`src/rtl/scan_decoder.sv`:
```
// rtl/scan_decoder.sv - time-multiplexed one-hot scan decoder with channel mask and dwell prescaler
// Optional SCAN_BLANK_EN inserts BLANK_CYC inactive cycles between channels.
module scan_decoder #(
  parameter int N          = 2,
  parameter int DIV_W      = 16,
  parameter int ACTIVE_LOW = 1,
  parameter int BLANK_CYC  = 4
) (
  input  logic             clk,
  input  logic             rst,
  input  logic             en,
  input  logic [DIV_W-1:0] div,
  input  logic [(1<<N)-1:0] mask,
  output logic [N-1:0]     sel,
  output logic [(1<<N)-1:0] onehot,
  output logic             wrap
);

  localparam int C  = 1 << N;
  localparam int BW = (BLANK_CYC > 1) ? $clog2(BLANK_CYC) : 1;
  localparam logic [C-1:0] INACT = (ACTIVE_LOW != 0) ? {C{1'b1}} : {C{1'b0}};

  typedef enum logic [1:0] {S_IDLE = 2'd0, S_SCAN = 2'd1, S_BLANK = 2'd2} state_t;

  state_t           r_state, w_state_nxt;
  logic [DIV_W-1:0] r_presc, w_presc_nxt;
  logic [BW-1:0]    r_bcnt, w_bcnt_nxt;
  logic [N-1:0]     r_sel, w_sel_nxt;
  logic [C-1:0]     r_onehot, w_onehot_nxt;
  logic             r_wrap, w_wrap_nxt;
  logic             w_go, w_term, w_bdone;
  logic [N-1:0]     w_next_ch, w_first_ch;

  function automatic logic [C-1:0] f_decode(input logic [N-1:0] s);
    logic [C-1:0] v;
    v = {{(C-1){1'b0}}, 1'b1} << s;
    return (ACTIVE_LOW != 0) ? ~v : v;
  endfunction

  // Circular search starting just after s; k == C lands back on s itself.
  function automatic logic [N-1:0] f_next(input logic [N-1:0] s, input logic [C-1:0] m);
    logic [N-1:0] r;
    logic [N-1:0] c;
    logic         hit;
    r   = s;
    hit = 1'b0;
    for (int k = 1; k <= C; k++) begin
      c = s + N'(k);
      if (!hit && m[c]) begin
        r   = c;
        hit = 1'b1;
      end
    end
    return r;
  endfunction

  function automatic logic [N-1:0] f_first(input logic [C-1:0] m);
    logic [N-1:0] r;
    r = '0;
    for (int i = C - 1; i >= 0; i--) begin
      if (m[i]) r = N'(i);
    end
    return r;
  endfunction

  assign w_go       = en && (|mask);
  assign w_term     = (r_presc >= div);
  assign w_bdone    = (r_bcnt == BW'(BLANK_CYC - 1));
  assign w_next_ch  = f_next(r_sel, mask);
  assign w_first_ch = f_first(mask);

  always_ff @(posedge clk or posedge rst) begin
    if (rst) begin
      r_state  <= S_IDLE;
      r_presc  <= '0;
      r_bcnt   <= '0;
      r_sel    <= '0;
      r_onehot <= INACT;
      r_wrap   <= 1'b0;
    end else begin
      r_state  <= w_state_nxt;
      r_presc  <= w_presc_nxt;
      r_bcnt   <= w_bcnt_nxt;
      r_sel    <= w_sel_nxt;
      r_onehot <= w_onehot_nxt;
      r_wrap   <= w_wrap_nxt;
    end
  end

  always_comb begin
    w_state_nxt = r_state;
    case (r_state)
      S_IDLE:  if (w_go) w_state_nxt = S_SCAN;
      S_SCAN: begin
        if (!w_go) w_state_nxt = S_IDLE;
`ifdef SCAN_BLANK_EN
        else if (w_term) w_state_nxt = S_BLANK;
`else
        else if (w_term) w_state_nxt = S_SCAN;
`endif
      end
      S_BLANK: begin
        if (!w_go) w_state_nxt = S_IDLE;
        else if (w_bdone) w_state_nxt = S_SCAN;
      end
      default: w_state_nxt = S_IDLE;
    endcase
  end

  // Leaving to IDLE falls through to the defaults: inactive strobe, no wrap, sel held.
  always_comb begin
    w_sel_nxt    = r_sel;
    w_onehot_nxt = INACT;
    w_wrap_nxt   = 1'b0;
    w_presc_nxt  = '0;
    w_bcnt_nxt   = '0;
    case (r_state)
      S_IDLE: begin
        if (w_go) begin
          w_sel_nxt    = w_first_ch;
          w_onehot_nxt = f_decode(w_first_ch);
        end
      end
      S_SCAN: begin
        if (w_go) begin
          if (w_term) begin
            w_sel_nxt  = w_next_ch;
            w_wrap_nxt = (w_next_ch <= r_sel);
`ifdef SCAN_BLANK_EN
            w_onehot_nxt = INACT;
`else
            w_onehot_nxt = f_decode(w_next_ch);
`endif
          end else begin
            w_presc_nxt  = r_presc + 1'b1;
            w_onehot_nxt = f_decode(r_sel);
          end
        end
      end
      S_BLANK: begin
        if (w_go) begin
          if (w_bdone) w_onehot_nxt = f_decode(r_sel);
          else         w_bcnt_nxt   = r_bcnt + 1'b1;
        end
      end
      default: ;
    endcase
  end

  assign sel    = r_sel;
  assign onehot = r_onehot;
  assign wrap   = r_wrap;

endmodule
```
`config.mk`:
```
export PLATFORM = sky130hd
export DESIGN_NAME = scan_decoder
export DESIGN_NICKNAME = d
export VERILOG_FILES = /design/src/rtl/scan_decoder.sv
export SDC_FILE = /design/constraint.sdc
export NUM_CORES = 1
export LEC_CHECK = 0
export CAP_MARGIN = 10
export CORE_MARGIN = 2
export CORE_UTILIZATION = 49
export DETAILED_ROUTE_END_ITERATION = 6
export PLACE_DENSITY = 0.77
export SYNTH_ARGS = -nofsm -noshare
export SYNTH_HDL_FRONTEND = slang
export SYNTH_SLANG_ARGS = --single-unit
export TNS_END_PERCENT = 20
```
`constraint.sdc`:
```
create_clock -name clk -period 2.6 [get_ports clk]
set_input_delay 0.78 -clock clk [delete_from_list [all_inputs] [get_ports clk]]
set_output_delay 0.78 -clock clk [all_outputs]
set_load 0.02 [all_outputs]
```
==> results.md <==
Status:
- The flow ran to the end, and the final reports show no timing, DRC or antenna violations.

Floorplan:
- The horizontal die dimension is 66.40 um.
- In this run the vertical extent of the chip is 66.40 um.
- The top-level I/O count is 30.
- The overall die area is 4409 sq um.
- After floorplanning, the core was sized to cover 3716 sq um.
- After floorplanning, the core was divided into 22 placement rows.
- The starting utilization of the core area is 51.35%.

Critical path:
- Walking the worst path, the cells encountered are clkdlybuf4s50_1 > inv_2 > ha_4 > nand3_2 > o21ai_4 > a2111oi_4 > buf_4 > buf_6 > or3_1 > a31o_1.
- The critical path launch point is div[5].
- In this run the critical register-to-register path is launched from sel[1].
- On the critical path the largest part of the delay comes from buffers and inverters.
- Of all nets on the critical path, the largest fanout is 6.
- The worst setup path is captured at a flop.
- The largest single stage delay on the critical path is 0.48 ns.
- The critical path crosses 10 cells after its start point.
- Data on the critical path is required at its endpoint by 2.80 ns.
- For the worst flop-to-flop path, the logic depth is 9.
- The path type of the worst setup path is input port to flop.
- For the worst setup path, the data arrival time is 2.75 ns.
- Counting both buffers and inverters, the worst setup path holds a total of 4.
- Among all stages on the critical path, the largest delay is contributed by clkdlybuf4s50_1.
- The startpoint kind of the worst setup timing path is an input port.
- For flop-to-flop paths, the worst setup slack is 0.15 ns.
- The capturing element of the worst setup path is onehot[1].
- The worst register-to-register path ends at wrap.

Synth:
- The commonest cells after synthesis are 24 x inv_1, 24 x nor2_1, 23 x ha_1.
- In this run, synthesis inferred 0 flip-flops with an integrated enable.
- After synthesis the netlist holds a flip-flop and latch count of 24.
- The unique cell type count in the Yosys netlist is 43.
- After synthesis, the share of flip-flops with an asynchronous set or reset is 100.0%.
- In this run the mean area of a mapped cell was 9.043 sq um.
- The synthesized instance count is 211.
- In the synthesized netlist the dominant register cell turns out to be dfrtp_1.
- The Yosys step of the flow raised 0 warnings.
- The dominant cell type by area after synthesis is dfrtp_1.
- The top cell type by area accounts for 26.23% of the synthesized area.
- In this run the cell area of the synthesized design comes to 1908 sq um.
- Ranked by total cell area, the synthesized netlist is headed by dfrtp_1 26%, ha_1 15%, dfstp_2 5.5%, inv_1 4.7%, nor2_1 4.7%.
- The total nets after synthesis is 257.
- The proportion of synthesized chip area in sequential cells is 31.74%.

Pwr:
- The power per cell area is 400.5 nW/um^2.
- VDD sags by at most 0.2433 mV.
- The total leakage power is 1.192 nW.

Cells and area:
- The end-of-flow core utilization is 71.62%.
- Fill cells in the final layout number 279.
- Of the cells placed in the final design, the portion with a size suffix greater than 1 is 32.81%.
- The number of antenna repair diodes is 0.
- Summing all flip-flop and latch instances after layout gives 608.1 sq um.
- Excluding fillers, the count of instances in the completed layout stands at 301.
- The total area of multi-input combinational cells is 1423 sq um.
- The final-stage net count is 300.
- Relative to the synthesized area, the layout overhead comes to 39.48%.

Global routing:
- met2 is the most crowded layer.
- In the global route stage, met2 resource usage came out at 44.13%.
- The wire length of the first global-routing pass is 7.721 mm.
- The total overflow left after global routing is 0.
- The number of global-route vias before repair was 1,758.
- Entering global routing, the biggest net connects 25 pins.
- The number of antenna violations at the first check in global routing is 0.
- The global-route track usage on met3 is 1.874%.
- In the global route stage, met1 resource usage came out at 25.24%.
- The global-route total usage across every layer is 23.08%.

Placed design:
- The placer congestion estimate is 0.7900.
- OpenSTA, run right after detailed placement, puts the worst setup slack at -0.5217 ns.
- The wire-length estimate of the detail-placed layout is 2.868 mm.
- The number of buffer cells added on primary ports is 29.
- Counting tap cells, the placed design contains a total of 292 instances.

STA:
- The post-route worst setup slack is 0.05182 ns.
- The final hold violation count came to 0.
- Timing would allow up to 0.3924 GHz.
- The number of max-slew violations in the final report is 0.
- The sum of negative setup slack is 0 ns.
- Setup violations remaining at the end of the flow were counted as 0.
- The clock period could shrink to 2.548 ns.
- Hold timing on the final database bottoms out at a slack of 0.5289 ns.
- Clock skew on the completed layout was measured at 0.002884 ns.
- The worst pin sits at a relative slew slack of 67.11%.
- For the pin with the worst max-slew slack, the measured transition is 0.4933 ns.
- The worst path uses 98.01% of the clock period.

Routing:
- In the routed layout, each cell is associated on average with a via count of 5.402.
- The detailed-routing iteration count for the pre-antenna-repair pass is 4.
- The detail route stage leaves a number of antenna-violating nets equal to 0.
- The number of remaining DRC errors is 0.
- The via count of the routed design is 1,626.
- The count of routing violations after the opening detailed-route iteration is 73.
- The average detailed-routed wire length per instance is 15.15 um.
- For this block, the routed nets add up to 4.560 mm of wire.

Clock network:
- After clock tree synthesis, the flow added hold-fix buffers numbering 0.
- The tree is rooted in a clkbuf_8.
- The clock passes through at most 2 buffers.
- TritonCTS built the clock tree.
- After clock tree synthesis, the clock-pin slew on the worst setup and hold paths is 0.08 ns.
- Buffers inserted during clock tree synthesis total 3.
- The latest clock arrival within the worst-skew pair is 0.26 ns.
- The tree built by TritonCTS fans out to 24 sinks.
- The number of H-tree levels is 1.

Flow run:
- The tool flagged a number of max-cap violations equal to 0.

Min path:
- The worst hold path class is flop to flop.
-- report_power, final --
part	internal, mW	switching (mW)	total, mW	leakage (nW)
logic	0.210	0.202	0.412	0.851
clock network	0.135	0.118	0.253	0.0288
registers	0.389	0.0112	0.400	0.312
total	0.734	0.332	1.07	1.19
-- cell type report --
type                       count  share of cell area, %
sequential                    24                  22.85
clock buffer                   4                  2.069
timing repair buffer          47                  15.98
multi-input combinational    154                  53.46
tap                           48                  2.257
inverter                      24                  3.385
-- sequential cells by signal, summed over array words and instances, names as in the netlist --
signal / flops
sel: 2
wrap: 1
r_presc: 16
r_state: 1
onehot: 4
-- per-stage QoR --
stage                     total power [mW]  cell area, sq um
after floorplan                     0.6370              1937
after global placement              0.7537              2331
after detailed placement            0.7584              2331
after CTS                            1.036              2577
after global routing                 1.141              2661
final                                1.066              2661
-- worst min path at each step --
stage                      end  cells after the start       start
finish              r_presc[0]                      1  r_presc[0]
global placement    r_presc[0]                      1  r_presc[0]
CTS                 r_presc[0]                      1  r_presc[0]
global route        r_presc[0]                      1  r_presc[0]
detailed placement  r_presc[0]                      1  r_presc[0]
floorplan           r_presc[0]                      1  r_presc[0]
-- cells by family (layout without fill, tap and decap cells) --
| family | count (synthesis) | after routing | share of synthesized area, % |
|---|---|---|---|
| fa+ha+maj | 23 | 23 | 15.08 |
| flops | 24 | 24 | 31.74 |
| mux | 11 | 11 | 8.197 |
| simple gates | 65 | 65 | 16.00 |
| xor+xnor | 14 | 14 | 6.426 |
| compound gates | 41 | 41 | 15.35 |
| buf+inv | 33 | 75 | 7.214 |
-- worst reg2reg max path: stages (launching register included) --
cell and delay, ns:
dfrtp_2 0.38, inv_2 0.07, ha_4 0.28, mux4_2 0.51
or4_4 0.51, o21ai_4 0.10, ha_4 0.23, a21oi_2 0.11
a21oi_1 0.05, nor3_1 0.14
-- placed cells by master (no fill, tap or decap), types with 2 or more instances in the layout --
master / synthesis / routed
and3_1: 2 / 2
ha_2: 0 / 2
a21oi_2: 1 / 5
nand3_1: 10 / 9
mux2_2: 4 / 4
a21oi_1: 8 / 4
xor2_1: 8 / 8
clkdlybuf4s50_1: 0 / 10
nand2_1: 14 / 12
buf_6: 1 / 3
mux2i_1: 4 / 4
ha_4: 0 / 11
inv_1: 24 / 12
dlymetal6s2s_1: 0 / 4
dfstp_2: 4 / 4
a21boi_0: 4 / 3
ha_1: 23 / 10
dfrtp_1: 20 / 18
nand3b_1: 2 / 2
clkbuf_8: 0 / 4
nor3_1: 3 / 2
mux4_2: 2 / 3
dfrtp_2: 0 / 2
buf_4: 1 / 14
o21ai_4: 0 / 2
nor2_1: 24 / 24
a31o_1: 4 / 4
nand4_1: 3 / 3
o21ai_0: 8 / 5
inv_2: 0 / 12
xnor2_1: 6 / 6
dlygate4sd2_1: 0 / 15
a21o_1: 4 / 4
nand2_2: 0 / 2
-- metal layers --
metal / up-vias / wire [um]
li1: 810 / -
met1: 777 / 1895
met2: 29 / 2452
met3: 10 / 96
met4: 0 / 115
met5: - / 0
-- timing repair --
action | in CTS | in global routing
pin swaps | 30 | 17
resized for setup | 49 | 24
endpoints found under the setup margin | 23 | 16
cloned | 2 | 0
setup buffers | 4 | 0
(Power assumes the default switching activity.)
